===== src/rtl/el2_ifu_fetch_seq_ctl.sv =====
// el2_ifu_fetch_seq_ctl
//   IFU fetch sequencer. Picks the BF-stage fetch address (flush, boot,
//   replay, BTB target or sequential), registers it into the F stage, tracks
//   modelled fetch-buffer occupancy and raises the PMU fetch-stall event.
//
// Ports
//   clk, rst                 core clock, asynchronous active-high reset
//   ic_hit_f                 I-cache/ICCM hit for the F-stage request
//   ifu_ic_mb_empty          miss buffer empty (refill done)
//   fb_consume_cnt           entries freed by the aligner this cycle
//   exu_flush_final          flush, redirect to exu_flush_path_final [31:1]
//   dec_tlu_flush_noredir    flush without redirect (goes IDLE with a flush)
//   ifu_bp_hit_taken_f       BTB taken, target ifu_bp_btb_target_f [31:1]
//   stall_req                any bit set blocks the BF request
//   stall_cnt_clr            clears the stall counter
//   ifc_fetch_addr_bf        BF fetch address [31:1]
//   ifc_fetch_req_bf_raw     sequencer not IDLE (clock-gating hint)
//   ifc_fetch_req_bf         qualified BF request
//   ifc_fetch_addr_f/req_f   registered F-stage address and request
//   ifc_fb_occ               modelled fetch-buffer occupancy
//   ifc_state                00 IDLE, 01 FETCH, 11 WFM (wait for miss)
//   ifu_pmu_fetch_stall      PMU fetch-stall event
//   ifc_stall_cnt            stall-cycle count
//
// Configuration macro EL2_IFC_STALL_CNT_EN: when defined, ifc_stall_cnt is a
// saturating 16-bit count of cycles with ifu_pmu_fetch_stall set, cleared by
// stall_cnt_clr. When undefined the counter does not exist and reads 0.
//
// Handshake: ifc_fetch_req_bf is a one-cycle request qualified in the same
// cycle; it is registered into ifc_fetch_req_f, and the F-stage result comes
// back one cycle later on ic_hit_f. A request that misses is replayed from
// ifc_fetch_addr_f.
module el2_ifu_fetch_seq_ctl #(
   parameter int          FB_DEPTH    = 4,
   parameter int          FETCH_BYTES = 4,
   parameter int          LINE_BYTES  = 64,
   parameter int          MAX_CONSUME = 2,
   parameter int          NUM_STALL   = 3,
   parameter logic [31:0] RESET_VEC   = 32'h8000_0000
) (
   input  logic                               clk,
   input  logic                               rst,
   input  logic                               ic_hit_f,
   input  logic                               ifu_ic_mb_empty,
   input  logic [$clog2(MAX_CONSUME+1)-1:0]   fb_consume_cnt,
   input  logic                               exu_flush_final,
   input  logic [30:0]                        exu_flush_path_final,
   input  logic                               dec_tlu_flush_noredir,
   input  logic                               ifu_bp_hit_taken_f,
   input  logic [30:0]                        ifu_bp_btb_target_f,
   input  logic [NUM_STALL-1:0]               stall_req,
   input  logic                               stall_cnt_clr,
   output logic [30:0]                        ifc_fetch_addr_bf,
   output logic                               ifc_fetch_req_bf_raw,
   output logic                               ifc_fetch_req_bf,
   output logic [30:0]                        ifc_fetch_addr_f,
   output logic                               ifc_fetch_req_f,
   output logic [$clog2(FB_DEPTH+1)-1:0]      ifc_fb_occ,
   output logic [1:0]                         ifc_state,
   output logic                               ifu_pmu_fetch_stall,
   output logic [15:0]                        ifc_stall_cnt
);

   localparam int OW  = $clog2(FB_DEPTH+1);
   localparam int CW  = $clog2(MAX_CONSUME+1);
   localparam int SW  = ((OW > CW) ? OW : CW) + 2;
   // Address is held as [31:1], so the fetch-granule LSB sits one lower.
   localparam int SH  = $clog2(FETCH_BYTES) - 1;
   localparam logic [30:0] RESET_ADDR = RESET_VEC[31:1];

   typedef enum logic [1:0] {
      IDLE  = 2'b00,
      FETCH = 2'b01,
      WFM   = 2'b11
   } state_t;

   state_t         state_q, state_ns;
   logic           boot_q;
   logic           miss_a_q;
   logic           flush, stall_any, miss_f, fill_f;
   logic [30:0]    seq_addr;
   logic [SW-1:0]  occ_add, occ_diff, consume_w;
   logic           occ_underflow;
   logic [OW-1:0]  occ_ns;
   logic           fb_full_ns;

   // Line size only constrains the address pattern; sequential increments
   // cross line boundaries without special handling.
   logic unused_line_ok;
   assign unused_line_ok = (LINE_BYTES >= FETCH_BYTES);

   assign flush     = exu_flush_final;
   assign stall_any = |stall_req;
   assign miss_f    = ifc_fetch_req_f & ~ic_hit_f & ~flush;
   assign fill_f    = ifc_fetch_req_f & ~miss_f;

   // Next fetch granule; 31-bit arithmetic wraps past the top of memory.
   assign seq_addr = ((ifc_fetch_addr_f >> SH) + 31'd1) << SH;

   always_comb begin
      ifc_fetch_addr_bf = seq_addr;
      if (flush)                             ifc_fetch_addr_bf = exu_flush_path_final;
      else if (boot_q)                       ifc_fetch_addr_bf = RESET_ADDR;
      else if (~ifc_fetch_req_f | ~ic_hit_f) ifc_fetch_addr_bf = ifc_fetch_addr_f;
      else if (ifu_bp_hit_taken_f)           ifc_fetch_addr_bf = ifu_bp_btb_target_f;
   end

   // Occupancy: add the F-stage fill, subtract aligner consumption, clamp.
   always_comb begin
      occ_add       = SW'(ifc_fb_occ) + SW'(fill_f);
      consume_w     = SW'(fb_consume_cnt);
      occ_diff      = occ_add - consume_w;
      occ_underflow = ~flush & (occ_add < consume_w);
      occ_ns        = occ_diff[OW-1:0];
      if (flush | occ_underflow)        occ_ns = '0;
      else if (occ_diff > SW'(FB_DEPTH)) occ_ns = OW'(FB_DEPTH);
   end

   assign fb_full_ns = (occ_ns == OW'(FB_DEPTH)) & (fb_consume_cnt == '0);

   assign ifc_fetch_req_bf_raw = (state_q != IDLE);
   assign ifc_fetch_req_bf     = ifc_fetch_req_bf_raw & ~fb_full_ns & ~stall_any &
                                 ~dec_tlu_flush_noredir;
   assign ifu_pmu_fetch_stall  = (state_q == WFM) |
                                 (ifc_fetch_req_bf_raw &
                                  (((ifc_fb_occ == OW'(FB_DEPTH)) & (fb_consume_cnt == '0) & ~flush) |
                                   stall_any));
   assign ifc_state = state_q;

   // Next-state logic. miss_f already excludes flush, so a flush in the same
   // cycle as a miss never enters WFM.
   always_comb begin
      state_ns = state_q;
      if (flush & dec_tlu_flush_noredir) begin
         state_ns = IDLE;
      end else begin
         case (state_q)
            IDLE:    if (flush | boot_q) state_ns = FETCH;
            FETCH:   if (miss_f) state_ns = WFM;
            WFM:     if ((ifu_ic_mb_empty | flush) & ~stall_any & ~miss_f & ~miss_a_q)
                        state_ns = FETCH;
            default: state_ns = IDLE;
         endcase
      end
   end

   always_ff @(posedge clk or posedge rst) begin
      if (rst) begin
         state_q          <= IDLE;
         boot_q           <= 1'b1;
         miss_a_q         <= 1'b0;
         ifc_fetch_addr_f <= RESET_ADDR;
         ifc_fetch_req_f  <= 1'b0;
         ifc_fb_occ       <= '0;
      end else begin
         state_q         <= state_ns;
         boot_q          <= 1'b0;
         miss_a_q        <= miss_f;
         ifc_fetch_req_f <= ifc_fetch_req_bf;
         ifc_fb_occ      <= occ_ns;
         if (flush | ifc_fetch_req_f | boot_q)
            ifc_fetch_addr_f <= ifc_fetch_addr_bf;
      end
   end

`ifndef SYNTHESIS
   // The aligner must never free more entries than are present.
   occ_underflow_chk: assert property (@(posedge clk) disable iff (rst) !occ_underflow);
`endif

`ifdef EL2_IFC_STALL_CNT_EN
   logic [15:0] stall_cnt_q;
   always_ff @(posedge clk or posedge rst) begin
      if (rst)                                    stall_cnt_q <= '0;
      else if (stall_cnt_clr)                     stall_cnt_q <= '0;
      else if (ifu_pmu_fetch_stall & ~&stall_cnt_q) stall_cnt_q <= stall_cnt_q + 16'd1;
   end
   assign ifc_stall_cnt = stall_cnt_q;
`else
   logic unused_stall_cnt_clr;
   assign unused_stall_cnt_clr = stall_cnt_clr;
   assign ifc_stall_cnt        = '0;
`endif

endmodule


===== config.mk =====
export PLATFORM = sky130hd
export DESIGN_NAME = el2_ifu_fetch_seq_ctl
export DESIGN_NICKNAME = d
export VERILOG_FILES = /design/src/rtl/el2_ifu_fetch_seq_ctl.sv
export SDC_FILE = /design/constraint.sdc
export NUM_CORES = 1
export LEC_CHECK = 0
export CAP_MARGIN = 20
export CORE_ASPECT_RATIO = 1.75
export CORE_MARGIN = 3
export CORE_UTILIZATION = 57
export DETAILED_ROUTE_END_ITERATION = 16
export DONT_BUFFER_PORTS = 1
export GPL_TIMING_DRIVEN = 0
export PLACE_DENSITY_LB_ADDON = 0.2
export SLEW_MARGIN = 40
export SYNTH_ARGS = -nofsm -noshare
export SYNTH_HDL_FRONTEND = slang
export SYNTH_SLANG_ARGS = --single-unit

===== constraint.sdc =====
create_clock -name clk -period 4.4 [get_ports clk]
set_input_delay 0.66 -clock clk [delete_from_list [all_inputs] [get_ports clk]]
set_output_delay 0.66 -clock clk [all_outputs]
set_load 0.005 [all_outputs]

==> qor.csv <==
stage;metric;value;unit
drt;DR DRC count;0;
critical_path;CP max stage delay;560;ps
synth;post-synth cell types;60;
timing;Slew @ Worst Pin;690;ps
layout;fin nets;518;
clock_tree;CTS Buffer Depth;2;
flow_run;max-cap check violation count;0;
critical_path;worst path required time;3740;ps
clock_tree;CTS tree;built;
place;global placer's final weighted congestion;0.974;
timing;fin. max-slew vios;0;
critical_path;Crit-path slowest cell;or3b_2;
critical_path;Reg2Reg Launch Point;ifc_fetch_req_f;
drt;total routed wirelength;11.0;mm
synth;largest family of logic cells by synthesized area;compound AO/OA/AOI/OAI gates;
global_route;vias in the first global route;3432;
place;placed wire-length estimate;8.39;mm
timing;setup TNS;0;ps
synth;post-synthesis compound-gate area fraction;28.0;%
layout;Fill cells;485;
synth;Most used DFF post-synth;dfrtp_1;
critical_path;CP arrival;3400;ps
drt;routed vias/inst;6.67;
global_route;global route overflow;0;
layout;layout cell share with drive strength beyond 1;10.3;%
critical_path;CP Capture Type;primary output;
drt;Final ANT Viol Nets;0;
synth;Synth Instances;414;
layout;commonest non-fill, non-tap cell in the layout;nand2_1;
synth;Post-Synthesis Cell Area;0.00326;mm²
synth;Yosys reg bits;39;
clock_tree;Root Buffer;clkbuf_8;
drt;via count;3401;
power_and_ir_drop;Leakage Power;1.51;nW
power_and_ir_drop;power per cell area;245;mW/mm²
drt;Iter 0 DRT Violations;338;
synth;Mean Syn Cell Area;7.88;µm²
critical_path;most used cell, CP;ha_1;
layout;FF/Latch Area;978;µm²
clock_tree;post_cts resized;0;
drt;WL per Instance;21.5;µm
synth;Synth Area in Adders;2.84;%
critical_path;Crit Path Max Fanout;10;
timing;post-layout min period;4060;ps
layout;ant diodes;0;
clock_tree;post-CTS repair timing setup buffer count;0;
place;Post-DP Area;0.00342;mm²
clock_tree;clock slew seen by the registers of the worst setup and hold paths;80;ps
clock_tree;CTS sink count;39;
synth;Seq/Total Area, Yosys;30.0;%
global_route;GRT Overall Usage;32.5;%
power_and_ir_drop;Total Power;0.000856;W
power_and_ir_drop;Max IR drop VDD;0.152;mV
die;Die X-Extent;63.2;µm
die;Initial Utilization;60.5;%
clock_tree;hold-fix buffers at CTS;0;
layout;footprint of the multi-input gates;0.00205;mm²
status;status;completed;
timing;Final Hold Viols;0;
synth;number of synthesized flops with an enable pin;0;
synth;YS warnings;0;
critical_path;CP startpoint kind;input port;
clock_tree;Clock Latency Late Sink;290;ps
die;die footprint;0.00670;mm²
synth;Simple-Gate Fraction of Synth Area;25.8;%
layout;post-route cell area;0.00349;mm²
drt;Detailed Routing Iterations Pass 1;5;
critical_path;reg-to-reg setup timing slack;1350;ps
layout;most frequent cells in the layout;nand2_1 (41), a21oi_1 (39), o21ai_0 (39);
timing;Setup Skew;4.92;ps
synth;XOR/XNOR share of the synthesized area;0.269;%
synth;mux share of post-synthesis cell area;4.03;%
global_route;largest net degree at the start of global routing;40;
critical_path;worst setup path category;input port to primary output;
timing;# setup viols final;0;
critical_path;CP cell instances;clkbuf_1 > or3b_2 > and2_1 > ha_1 > ha_1 > inv_1 > fa_1 > nor2b_1 > a211oi_1 > o31a_1;
timing;RSZ-0062 raised after global routing;no;
clock_tree;H-Tree Level Count;2;
die;core area;0.00539;mm²
die;Die H;106;µm
timing;Final period util;92.3;%
die;Ports;162;
global_route;initial antenna violation count;0;
synth;asr flop ratio synth;100;%
die;Core Rows;35;
timing;fmax;246;MHz
timing;worst hold slack;270;ps
worst_hold_path;HP Class;input port to asynchronous set/reset pin;
critical_path;Reg2Reg Depth;10;
place;port bufs;0;
critical_path;Reg-to-Reg End;ifc_fb_occ[0];
layout;final core utilization;64.8;%
global_route;first-pass GRT wire length;17.2;mm
timing;Slew headroom;54.0;%
clock_tree;Num CTS Buffers;5;
layout;Syn-to-layout area delta;6.98;%
==> Yosys cell counts (2+ instances only) <==
library cell / number / area [µm²]
o21ai_1: 2 / 10.0
a221oi_1: 3 / 26.3
nor4_1: 4 / 25.0
nor3b_1: 5 / 37.5
buf_4: 17 / 128
and2_1: 5 / 31.3
o21bai_1: 4 / 30.0
clkbuf_1: 19 / 71.3
buf_2: 5 / 25.0
a31oi_1: 10 / 62.6
o41ai_1: 3 / 26.3
nor2b_1: 4 / 25.0
nor3_1: 6 / 30.0
a21oi_1: 39 / 195
a32o_1: 17 / 170
or3_1: 4 / 25.0
nor2_1: 30 / 113
or2_2: 2 / 12.5
a21o_1: 2 / 15.0
buf_1: 4 / 15.0
o21ai_0: 39 / 195
nand3_2: 2 / 20.0
nand3_1: 24 / 120
nand4_2: 2 / 25.0
ha_1: 5 / 62.6
a222oi_1: 2 / 20.0
dfrtp_1: 37 / 926
nor4_4: 2 / 42.5
a311o_1: 2 / 20.0
dfstp_2: 2 / 52.6
inv_1: 11 / 41.3
o31ai_1: 3 / 22.5
and4_1: 3 / 26.3
a22o_1: 2 / 17.5
nand4_1: 7 / 43.8
and3_1: 9 / 56.3
mux2i_1: 12 / 120
nand2_1: 41 / 154
o21ai_2: 2 / 17.5
o211ai_1: 2 / 15.0
==> where the power goes <==
part           total, W  leakage, nW  switching [W]  internal [W]
clock          0.000233       0.0371       0.000127      0.000106
combinational  0.000187        0.982       0.000115     0.0000723
sequential     0.000436        0.492      0.0000500      0.000386
==> critical path: cells and delay by family <==
| kind | cells | cell delay (ps) |
|---|---|---|
| AND/OR/NAND/NOR | 3 | 920 |
| buffers and inverters | 2 | 310 |
| adder cells (fa/ha/maj) | 3 | 950 |
| AO/OA/AOI/OAI | 2 | 550 |
==> logic make-up after synthesis <==
family                   count (synthesis)
AND/OR/NAND/NOR                        156
AO/OA/AOI/OAI                          140
buffers and inverters                   57
flip-flops                              39
multiplexers                            13
adder cells (fa/ha/maj)                  7
other                                    1
XOR/XNOR                                 1
==> how the worst max path moves through the flow <==
stage | from | to | slack (ps) | cells after the start
final | exu_flush_final | ifc_fetch_req_bf | 340 | 10
after global routing | exu_flush_final | ifc_fetch_req_bf | 180 | 10
after CTS | exu_flush_final | ifc_fetch_req_bf | 380 | 10
after detailed placement | exu_flush_final | ifc_fetch_req_bf | 390 | 10
after global placement | exu_flush_final | ifc_fetch_req_bf | 440 | 10
after floorplan | exu_flush_final | ifc_fetch_req_bf | 680 | 10
==> flip-flops by register name, indices dropped and copies added, names as in the netlist <==
register / cells
ifc_fb_occ: 3
boot_q: 1
ifc_state: 2
miss_a_q: 1
ifc_fetch_req_f: 1
ifc_fetch_addr_f: 31
==> routing by layer <==
layer  part of all wire (%)  track usage [%]
met5                      0                0
met4                    3.9             16.1
met3                    9.9             8.77
met2                     53             58.8
met1                     33             34.1
==> metrics by stage <==
step / setup WS [ps] / std cells
after global placement: 435 / 504
final: 339 / 510
after floorplan: 677 / 430
after global routing: 183 / 510
after CTS: 379 / 510
after detailed placement: 390 / 504
==> layout make-up <==
type / count / area share, %
Inverter: 11 / 1.26
Tap cell: 74 / 2.65
Buffer: 46 / 7.17
Sequential cell: 39 / 28.0
Clock buffer: 6 / 2.08
Multi-Input combinational cell: 334 / 58.8
(Power assumes the default switching activity.)
